## src/rtl/jtpinpon_pkg.sv

```systemverilog
// Shared definitions for the PSG write scheduler: FSM encoding and the
// default READY timeout.
package jtpinpon_pkg;

    typedef enum logic [1:0] {
        ST_IDLE   = 2'd0,
        ST_SETUP  = 2'd1,
        ST_STROBE = 2'd2,
        ST_RECOV  = 2'd3
    } psg_state_e;

    // cen ticks allowed for READY to return before a write is forced complete
    localparam int TO_MAX_DEF = 255;

endpackage

```

## src/rtl/jtpinpon_psgfifo.sv

```systemverilog
// Small register FIFO holding bytes queued for the PSG. Pointers carry an
// extra wrap bit so full and empty are distinguished without a counter.
module jtpinpon_psgfifo #(
    parameter int AW = 2
) (
    input  logic          clk,
    input  logic          rst_n,
    input  logic          push_i,
    input  logic          pop_i,
    input  logic [7:0]    din_i,
    output logic [7:0]    dout_o,
    output logic [AW:0]   level_o,
    output logic          full_o,
    output logic          empty_o
);

    localparam int DEPTH = 2**AW;

    logic [7:0]  mem_q [DEPTH];
    logic [AW:0] wr_ptr_q, rd_ptr_q;

    // Storage write port.
    // NOTE: the data array is not reset; only the pointers define which entries are valid.
    always_ff @(posedge clk) begin
        if (push_i) mem_q[wr_ptr_q[AW-1:0]] <= din_i;
    end

    // Pointer registers; they wrap naturally through the extra top bit.
    // NOTE: sequential state uses non-blocking assignments so every flop samples pre-edge values.
    always_ff @(posedge clk or negedge rst_n) begin
        if (!rst_n) begin
            wr_ptr_q <= '0;
            rd_ptr_q <= '0;
        end else begin
            if (push_i) wr_ptr_q <= wr_ptr_q + 1'b1;
            if (pop_i)  rd_ptr_q <= rd_ptr_q + 1'b1;
        end
    end

    assign dout_o  = mem_q[rd_ptr_q[AW-1:0]];
    assign level_o = wr_ptr_q - rd_ptr_q;
    assign empty_o = (wr_ptr_q == rd_ptr_q);
    assign full_o  = (wr_ptr_q[AW-1:0] == rd_ptr_q[AW-1:0]) && (wr_ptr_q[AW] != rd_ptr_q[AW]);

endmodule

```

## src/rtl/jtpinpon_psgctl.sv

```systemverilog
// Write scheduler between the main Z80 bus and the SN76489 PSG. The CPU
// writes land in a latch, a trigger access queues the latched byte, and an
// FSM clocked by cen replays queued bytes using the PSG READY handshake.
module jtpinpon_psgctl
    import jtpinpon_pkg::*;
#(
    parameter int AW     = 2,
    parameter int TO_MAX = TO_MAX_DEF
) (
    input  logic          clk,
    input  logic          rst_n,
    input  logic          cen,
    input  logic          lat_we,
    input  logic [7:0]    lat_din,
    input  logic          trig_we,
    output logic          wait_n,
    output logic [7:0]    psg_din,
    output logic          psg_cs_n,
    output logic          psg_wr_n,
    input  logic          psg_ready,
    output logic [AW:0]   level,
    output logic          busy,
    output logic          to_err
);

    localparam int            CW     = $clog2(TO_MAX + 1);
    localparam logic [CW-1:0] TO_LIM = CW'(TO_MAX);

    psg_state_e    state_q, state_d;
    logic [7:0]    lat_q;
    logic          trig_q;
    logic          pend_q, pend_d;
    logic [7:0]    din_q, din_d;
    logic [CW-1:0] cnt_q, cnt_d;
    logic          err_q, err_d;

    logic          trig_rise, push_req, push_ok, pop;
    logic [7:0]    fifo_dout;
    logic          fifo_full, fifo_empty;
    logic [CW-1:0] cnt_inc;
    logic          timeout;

    jtpinpon_psgfifo #(.AW(AW)) u_fifo (
        .clk     (clk),
        .rst_n   (rst_n),
        .push_i  (push_ok),
        .pop_i   (pop),
        .din_i   (lat_q),
        .dout_o  (fifo_dout),
        .level_o (level),
        .full_o  (fifo_full),
        .empty_o (fifo_empty)
    );

    // A trigger edge, or one held over from a full queue, pushes as soon as
    // there is room; a pop on the same clk makes room at full.
    assign trig_rise = trig_we && !trig_q;
    assign push_req  = trig_rise || pend_q;
    assign push_ok   = push_req && (!fifo_full || pop);
    assign pend_d    = push_req && !push_ok;

    // Timeout counter step, saturating at the limit.
    assign cnt_inc = (cnt_q == TO_LIM) ? cnt_q : cnt_q + CW'(1);
    assign timeout = (cnt_inc == TO_LIM);

    // CPU-side registers: data latch, trigger edge detector, pending push.
    always_ff @(posedge clk or negedge rst_n) begin
        if (!rst_n) begin
            lat_q  <= '0;
            trig_q <= 1'b0;
            pend_q <= 1'b0;
        end else begin
            if (lat_we) lat_q <= lat_din;
            trig_q <= trig_we;
            pend_q <= pend_d;
        end
    end

    // Next-state logic for the PSG-side FSM; everything advances only on cen.
    // NOTE: every signal gets a default first so no path leaves it unassigned (no latches).
    always_comb begin
        state_d = state_q;
        din_d   = din_q;
        cnt_d   = cnt_q;
        err_d   = err_q;
        pop     = 1'b0;
        if (cen) begin
            case (state_q)
                ST_IDLE: begin
                    if (!fifo_empty) begin
                        din_d   = fifo_dout;
                        state_d = ST_SETUP;
                    end
                end
                ST_SETUP: begin
                    cnt_d   = '0;
                    state_d = ST_STROBE;
                end
                ST_STROBE: begin
                    cnt_d = cnt_inc;
                    if (!psg_ready) begin
                        state_d = ST_RECOV;
                    end else if (timeout) begin
                        pop     = 1'b1;
                        err_d   = 1'b1;
                        state_d = ST_IDLE;
                    end
                end
                ST_RECOV: begin
                    cnt_d = cnt_inc;
                    if (psg_ready) begin
                        pop     = 1'b1;
                        state_d = ST_IDLE;
                    end else if (timeout) begin
                        pop     = 1'b1;
                        err_d   = 1'b1;
                        state_d = ST_IDLE;
                    end
                end
                default: state_d = ST_IDLE;
            endcase
        end
    end

    // PSG-side state registers.
    always_ff @(posedge clk or negedge rst_n) begin
        if (!rst_n) begin
            state_q <= ST_IDLE;
            din_q   <= '0;
            cnt_q   <= '0;
            err_q   <= 1'b0;
        end else begin
            state_q <= state_d;
            din_q   <= din_d;
            cnt_q   <= cnt_d;
            err_q   <= err_d;
        end
    end

    // Strobes decode straight from the state so an async reset releases them at once.
    assign psg_cs_n = !((state_q == ST_SETUP) || (state_q == ST_STROBE));
    assign psg_wr_n = !(state_q == ST_STROBE);
    assign psg_din  = din_q;
    assign wait_n   = !pend_q;
    assign busy     = !fifo_empty || (state_q != ST_IDLE);
    assign to_err   = err_q;

endmodule
```

## config.mk

```make
export PLATFORM = sky130hd
export DESIGN_NAME = jtpinpon_psgctl
export DESIGN_NICKNAME = d
export VERILOG_FILES = /design/src/rtl/jtpinpon_pkg.sv /design/src/rtl/jtpinpon_psgfifo.sv /design/src/rtl/jtpinpon_psgctl.sv
export SDC_FILE = /design/constraint.sdc
export NUM_CORES = 1
export LEC_CHECK = 0
export CAP_MARGIN = 0
export CORE_UTILIZATION = 25
export DETAILED_ROUTE_END_ITERATION = 8
export GPL_TIMING_DRIVEN = 0
export SLEW_MARGIN = 20
export SYNTH_ARGS = -nofsm -noshare
export SYNTH_HDL_FRONTEND = slang
export SYNTH_HIERARCHICAL = 1
export SYNTH_SLANG_ARGS = --single-unit
```

## constraint.sdc

```tcl
create_clock -name clk -period 5.9 [get_ports clk]
set_input_delay 0.59 -clock clk [delete_from_list [all_inputs] [get_ports clk]]
set_output_delay 0.59 -clock clk [all_outputs]
set_load 0.01 [all_outputs]
```

After elaboration in Yosys (flattened, before gate mapping)
Memory sizes are Yosys's and may differ from the RTL's. A register that Yosys moved wholly into a read port is not among the register bits.
Cells that the tools add are included.
- add/subtract/negate cells: 4
- equal/unequal tests: 11
- mux-type cells: 18
- bitwise operators: 1
- reductions and logical operators: 25
- operators by type and width (cell ; number):
    $eq 8x8->1 const B ; 2
    $pmux 8 s2 ; 1
    $mux 1 ; 9
    $add 8x1->8 const B ; 1
    $logic_not 1->1 ; 8
    $mux 2 ; 4
    $mux 8 ; 1
    $pmux 2 s4 ; 1
    $add 3x1->3 const B ; 2
    $ne 2x2->1 const B ; 3
    $reduce_bool 2->1 ; 3
    $eq 2x2->1 const B ; 2
    $logic_and 1x1->1 ; 4
    $logic_or 1x1->1 ; 4
    $pmux 1 s2 ; 2
    $reduce_and 2->1 ; 2
    $reduce_and 4->1 ; 1
    $eq 3x3->1 ; 1
    $reduce_and 3->1 ; 1
    $sub 3x3->3 ; 1
    $eq 2x1->1 const B ; 1
    $eq 2x2->1 ; 1
    $logic_not 2->1 ; 1
    $reduce_or 2->1 ; 1
    other kinds (2) ; 2
- register bits: 27
- RAM bits: 32
- bits of input ports: 14
- output and inout bits: 16
- logic and storage cells: 68
- memories: 1
- memory list (name ; depth ; bits a word ; rd ports ; clocked after memory_dff ; wr ports ; RTL line ; source):
    u_fifo.mem_q ; 4 ; 8 ; 1 ; 1 ; 1 ; jtpinpon_psgfifo.sv:19 ; logic [7:0] mem_q [DEPTH];

Longest topological paths before layout
- depth in word-level cells: 11
- depth in mapped cells: 10
- depth with buffers taken out: 9

Hierarchy
Netlist, hierarchy kept.
- by module, submodules not included (module ; instances ; cells an instance ; area an instance (um2) ; seq. area each (um2)):
    jtpinpon_psgctl ; 1 ; 154 ; 1564.0 ; 725.7
    jtpinpon_psgfifo ; 1 ; 79 ; 1546.5 ; 1111.1

Least setup slack after synthesis
No wires, ideal clock.
- path type: register to register
- start: reg cnt_q[0]
- end: mem u_fifo.mem_q[3][0], enable pin
- setup time: 339 ps
- arrival: 2624 ps
- data required time: 5561 ps
- setup slack: 2936 ps
- cell stages (with the launch flop): 9
- buffers on the path: 1
- clock period less this slack: 2964 ps
- cells stage by stage: dfrtp_1 > ha_1 > buf_6 > or3b_1 > mux2i_1 > nor2_1 > or4_4 > a31oi_1 > and2_1
- cells in the longest elaborated chain, start to end: 11
- elaborated cells between the ends (all ways): 13
- classes of those cells: add/sub (1); eq/ne (2); mux (8); reduce/logical (2)
- RTL lines (element ; RTL line ; source):
    start, declared ; jtpinpon_psgctl.sv:34 ; logic [CW-1:0] cnt_q, cnt_d;
    start signal, assigned ; jtpinpon_psgctl.sv:135 ; cnt_q <= cnt_d;
    $add 8x1->8 or $eq 8x8->1 (tied branches) ; jtpinpon_psgctl.sv:63 ; assign cnt_inc = (cnt_q == TO_LIM) ? cnt_q : cnt_q + CW'(1);
    $mux 8 * ; jtpinpon_psgctl.sv:63 ;
    $eq 8x8->1 * ; jtpinpon_psgctl.sv:64 ; assign timeout = (cnt_inc == TO_LIM);
    $mux 1 * ; jtpinpon_psgctl.sv:103, jtpinpon_psgctl.sv:114 ;
    $mux 1, on equally long branches ; jtpinpon_psgctl.sv:111, jtpinpon_psgctl.sv:101 ;
    $pmux 1 s2 * ; jtpinpon_psgctl.sv:88 ; case (state_q)
    $mux 1 * ; jtpinpon_psgctl.sv:87 ; if (cen) begin
    $logic_or 1x1->1 * ; jtpinpon_psgctl.sv:59 ; assign push_ok = push_req && (!fifo_full || pop);
    $logic_and 1x1->1 * ; jtpinpon_psgctl.sv:59 ;
    net push_ok ; jtpinpon_psgctl.sv:37 ; logic trig_rise, push_req, push_ok, pop;
    $mux 1 * ; jtpinpon_psgfifo.sv:25 ; if (push_i) mem_q[wr_ptr_q[AW-1:0]] <= din_i;
    $mux 1 (implied by the code) * ; jtpinpon_psgfifo.sv:25 ;
    end, declared ; jtpinpon_psgfifo.sv:19 ;
Mark *: on every way through the listed nets, which the timed path passes. The rest lies on a longest branch.

Worst setup path in the final report
- start: reg cnt_q[0]
- end: mem u_fifo.mem_q[3][3], enable pin
The elaborated chain is that of the path after synthesis.

==> results.py <==
metrics = {
    "global_routing": {
        "grt_use_total_pct": 10.2,
        "antenna_found_initial": 0,
        "grt_pass1_wl_mm": 9.87,
        "grt_start_max_net_pins": 29,
        "grt-ovfl-total": 0,
        "first_global_vias": 1961,
    },
    "layout": {
        "multi_input_area_um2": 1170,
        "regArea_um2": 1840,
        "drive_gt1_share_pct": 18.1,
        "finish.utilization_pct": 32.3,
        "nFillCells": 1186,
        "nets": 298,
        "antennaDiodeCount": 0,
        "synthToLayoutAreaGrowth_pct": 25.1,
    },
    "synthesis": {
        "synth_edf_count": 32,
        "ys_seq_area_share_pct": 59.1,
        "synth_seq_cells": 67,
        "syn_area_um2": 3110,
        "synth_commonest_cells": "dfrtp_1 (35), edfxtp_1 (32), nand2_1 (19)",
        "yosysMostFrequentCell": "dfrtp_1",
        "ys_types": 45,
        "syn_inst": 233,
        "netlist.area_leader.share_pct": 30.9,
        "ys.flop_type": "dfrtp_1",
        "syn_nets": 259,
        "yosysTopAreaCell": "edfxtp_1",
        "ys_async_sr_fraction_pct": 52.2,
        "synth_area_leaders": "edfxtp_1 (31%), dfrtp_1 (28%), mux2_2 (6.2%), mux4_2 (5.8%), ha_1 (4.4%)",
        "syn_avg_cell_area_um2": 13.3,
        "ys_warn_count": 6,
    },
    "setup_path": {
        "cp_data_arrival_time_ns": 3.43,
        "crit_required_ns": 5.86,
        "ff2ff_path_depth": 8,
        "critical_path_class": "flop to flop",
        "end_kind": "flop",
        "crit_family": "simple AND/OR/NAND/NOR gates",
        "startpoint_type": "flop",
        "r2r_slack_ns": 2.43,
        "cpMaxStageDelayCell": "or4_4",
        "crit_path_max_incr_delay_ns": 0.56,
        "r2r_start": "cnt_q[0]",
        "cp_max_fo": 9,
        "r2r_end": "u_fifo/mem_q[3][3]",
        "path_cells": "ha_1, buf_6, or3b_1, mux2i_1, nor2_1, or4_4, a31oi_1, and2_1",
        "cp.buffers_inverters": 1,
    },
    "sta": {
        "relSlewSlack_pct": 63.5,
        "finalHoldViolations": 0,
        "skew_ns": 0.00731,
        "finalCriticalPeriod_ns": 3.47,
        "finalMaxSlewViolations": 0,
        "rsz0062_at_grt": "no",
        "tightest_slew_ns": 0.545,
        "whs_ns": 0.118,
        "period_share_pct": 58.7,
        "setup_ws_ns": 2.43,
        "finalSetupTns_ns": 0,
        "setup_viol": 0,
        "fmax_mhz": 289,
    },
    "place": {
        "hpwl_mm": 4.20,
        "place_congestion": 0.823,
        "dp_slack_ns": 2.41,
        "port_buffers": 27,
    },
    "floorplanning": {
        "start_util_pct": 25.8,
        "coreArea_um2": 12100,
        "dieArea_um2": 12900,
        "num_rows": 40,
        "ios": 30,
        "chipWidth_um": 114,
        "die_height_um": 114,
    },
    "drt": {
        "first_pass_iters": 4,
        "drt_iter0_markers": 107,
        "wirelength_mm": 5.94,
        "num_vias": 1930,
        "viasPerCell": 4.34,
        "antenna_left": 0,
        "wl_per_cell_um": 13.4,
        "drc_errors": 0,
    },
    "cts": {
        "clock_sinks": 67,
        "htree_num_levels": 3,
        "cts_hold_buf": 0,
        "root_buffer": "clkbuf_16",
        "clkLatencyLatePin_ns": 0.33,
        "cts_tree": "built",
        "cts-resized-gates": 0,
        "numCtsBuffers": 9,
        "postCtsSetupBuffers": 0,
        "cts_buffer_depth": 2,
        "clkTransAtPathRegs_ns": 0.05,
    },
    "power_and_ir_drop": {
        "finalPower_w": 0.00180,
        "max-vdd-ir-drop_uv": 149,
        "power.density_nw_per_um2": 463,
        "internal_power_w": 0.00125,
        "swShare_pct": 30.5,
        "p_clk_share_pct": 28.4,
        "total_leakage_power_nw": 1.47,
        "combPwrFrac_pct": 34.4,
        "power_switching_w": 0.000549,
        "p_seq_share_pct": 37.1,
    },
    "status": {
        "outcome": "finished clean",
    },
    "job": {
        "drv_cap": 0,
    },
    "min_path": {
        "hold_path.class": "input port to async pin",
    },
}
==> state kept, by name, summed over array words and instances, names as in the netlist <==
signal           flops
u_fifo/mem_q        32
cnt_q                8
lat_q                8
psg_din              8
u_fifo/rd_ptr_q      3
u_fifo/wr_ptr_q      3
state_q              2
pend_q               1
to_err               1
trig_q               1
==> worst reg2reg max path, stage by stage (launching register included) <==
cell and delay [ns]:
dfrtp_1 0.48, ha_1 0.26, buf_6 0.14, or3b_1 0.36
mux2i_1 0.19, nor2_1 0.11, or4_4 0.56, a31oi_1 0.47
and2_1 0.54
==> through the flow <==
stage | std cells | area, um2
global route | 445 | 3890
detailed placement | 429 | 3610
floorplan | 233 | 3110
CTS | 445 | 3890
finish | 445 | 3890
global placement | 428 | 3590
==> cell usage in the layout (no fill, tap or decap), drive strengths merged, types with 2 or more instances in the layout <==
master         count
o21ai             12
clkbuf            18
nor2              11
mux4               8
nor3               2
inv               12
a21oi              8
buf                7
mux2i              3
dfrtp             35
nor2b              5
a31oi              6
xor2               4
o41ai              3
and2               5
a31o               2
clkdlybuf4s50     26
nand3              3
ha                11
mux2              17
nand2             19
edfxtp            32
o31ai              2
nand3b             3
nand4              3
xnor2              2
==> worst max-delay path by stage <==
stage	start	to	slack, ns	depth (start not counted)
after global placement	cnt_q[0]	u_fifo/mem_q[3][4]	2.48	8
after global routing	cnt_q[0]	u_fifo/mem_q[3][7]	2.24	8
after detailed placement	cnt_q[0]	u_fifo/mem_q[3][2]	2.41	8
after CTS	cnt_q[0]	u_fifo/mem_q[3][3]	2.40	8
final	cnt_q[0]	u_fifo/mem_q[3][3]	2.43	8
after floorplan	cnt_q[0]	u_fifo/mem_q[3][0]	2.94	8
==> final cells by class <==
| type | instances | share of cell area (%) |
|---|---|---|
| Clock buffer | 12 | 6.08 |
| Sequential cell | 67 | 47.2 |
| Inverter | 11 | 1.06 |
| Multi-Input combinational cell | 144 | 30.0 |
| Timing Repair Buffer | 28 | 7.33 |
| Tap cell | 168 | 5.40 |
| Buffer | 11 | 1.64 |
| Clock inverter | 4 | 1.29 |
==> layer usage <==
| layer | wire length, um | track usage [%] | vias to the layer above |
|---|---|---|---|
| li1 | - | - | 936 |
| met1 | 2760 | 12.9 | 952 |
| met2 | 2860 | 15.8 | 32 |
| met3 | 192 | 2.55 | 10 |
| met4 | 130 | 6.05 | 0 |
| met5 | 0 | 0 | - |
==> power groups by stage <==
stage               Combinational (W)  Clock [W]  Sequential, W
floorplan                    0.000379          0       0.000673
global placement             0.000618          0       0.000672
detailed placement           0.000631          0       0.000679
CTS                          0.000636   0.000528       0.000671
global route                 0.000686   0.000549       0.000685
finish                       0.000621   0.000513       0.000669
==> kinds of logic (layout without fill, tap and decap cells) <==
kind of cell | count (synthesis) | count (layout) | share of synthesized area [%]
flip-flops | 67 | 67 | 59.1
multiplexers | 28 | 28 | 12.9
AND/OR/NAND/NOR | 58 | 58 | 9.73
buffers and inverters | 22 | 66 | 3.38
adder cells (fa/ha/maj) | 12 | 12 | 5.07
XOR/XNOR | 6 | 6 | 1.69
AO/OA/AOI/OAI | 40 | 40 | 8.17
No activity file was read; power rests on OpenSTA's default activity.
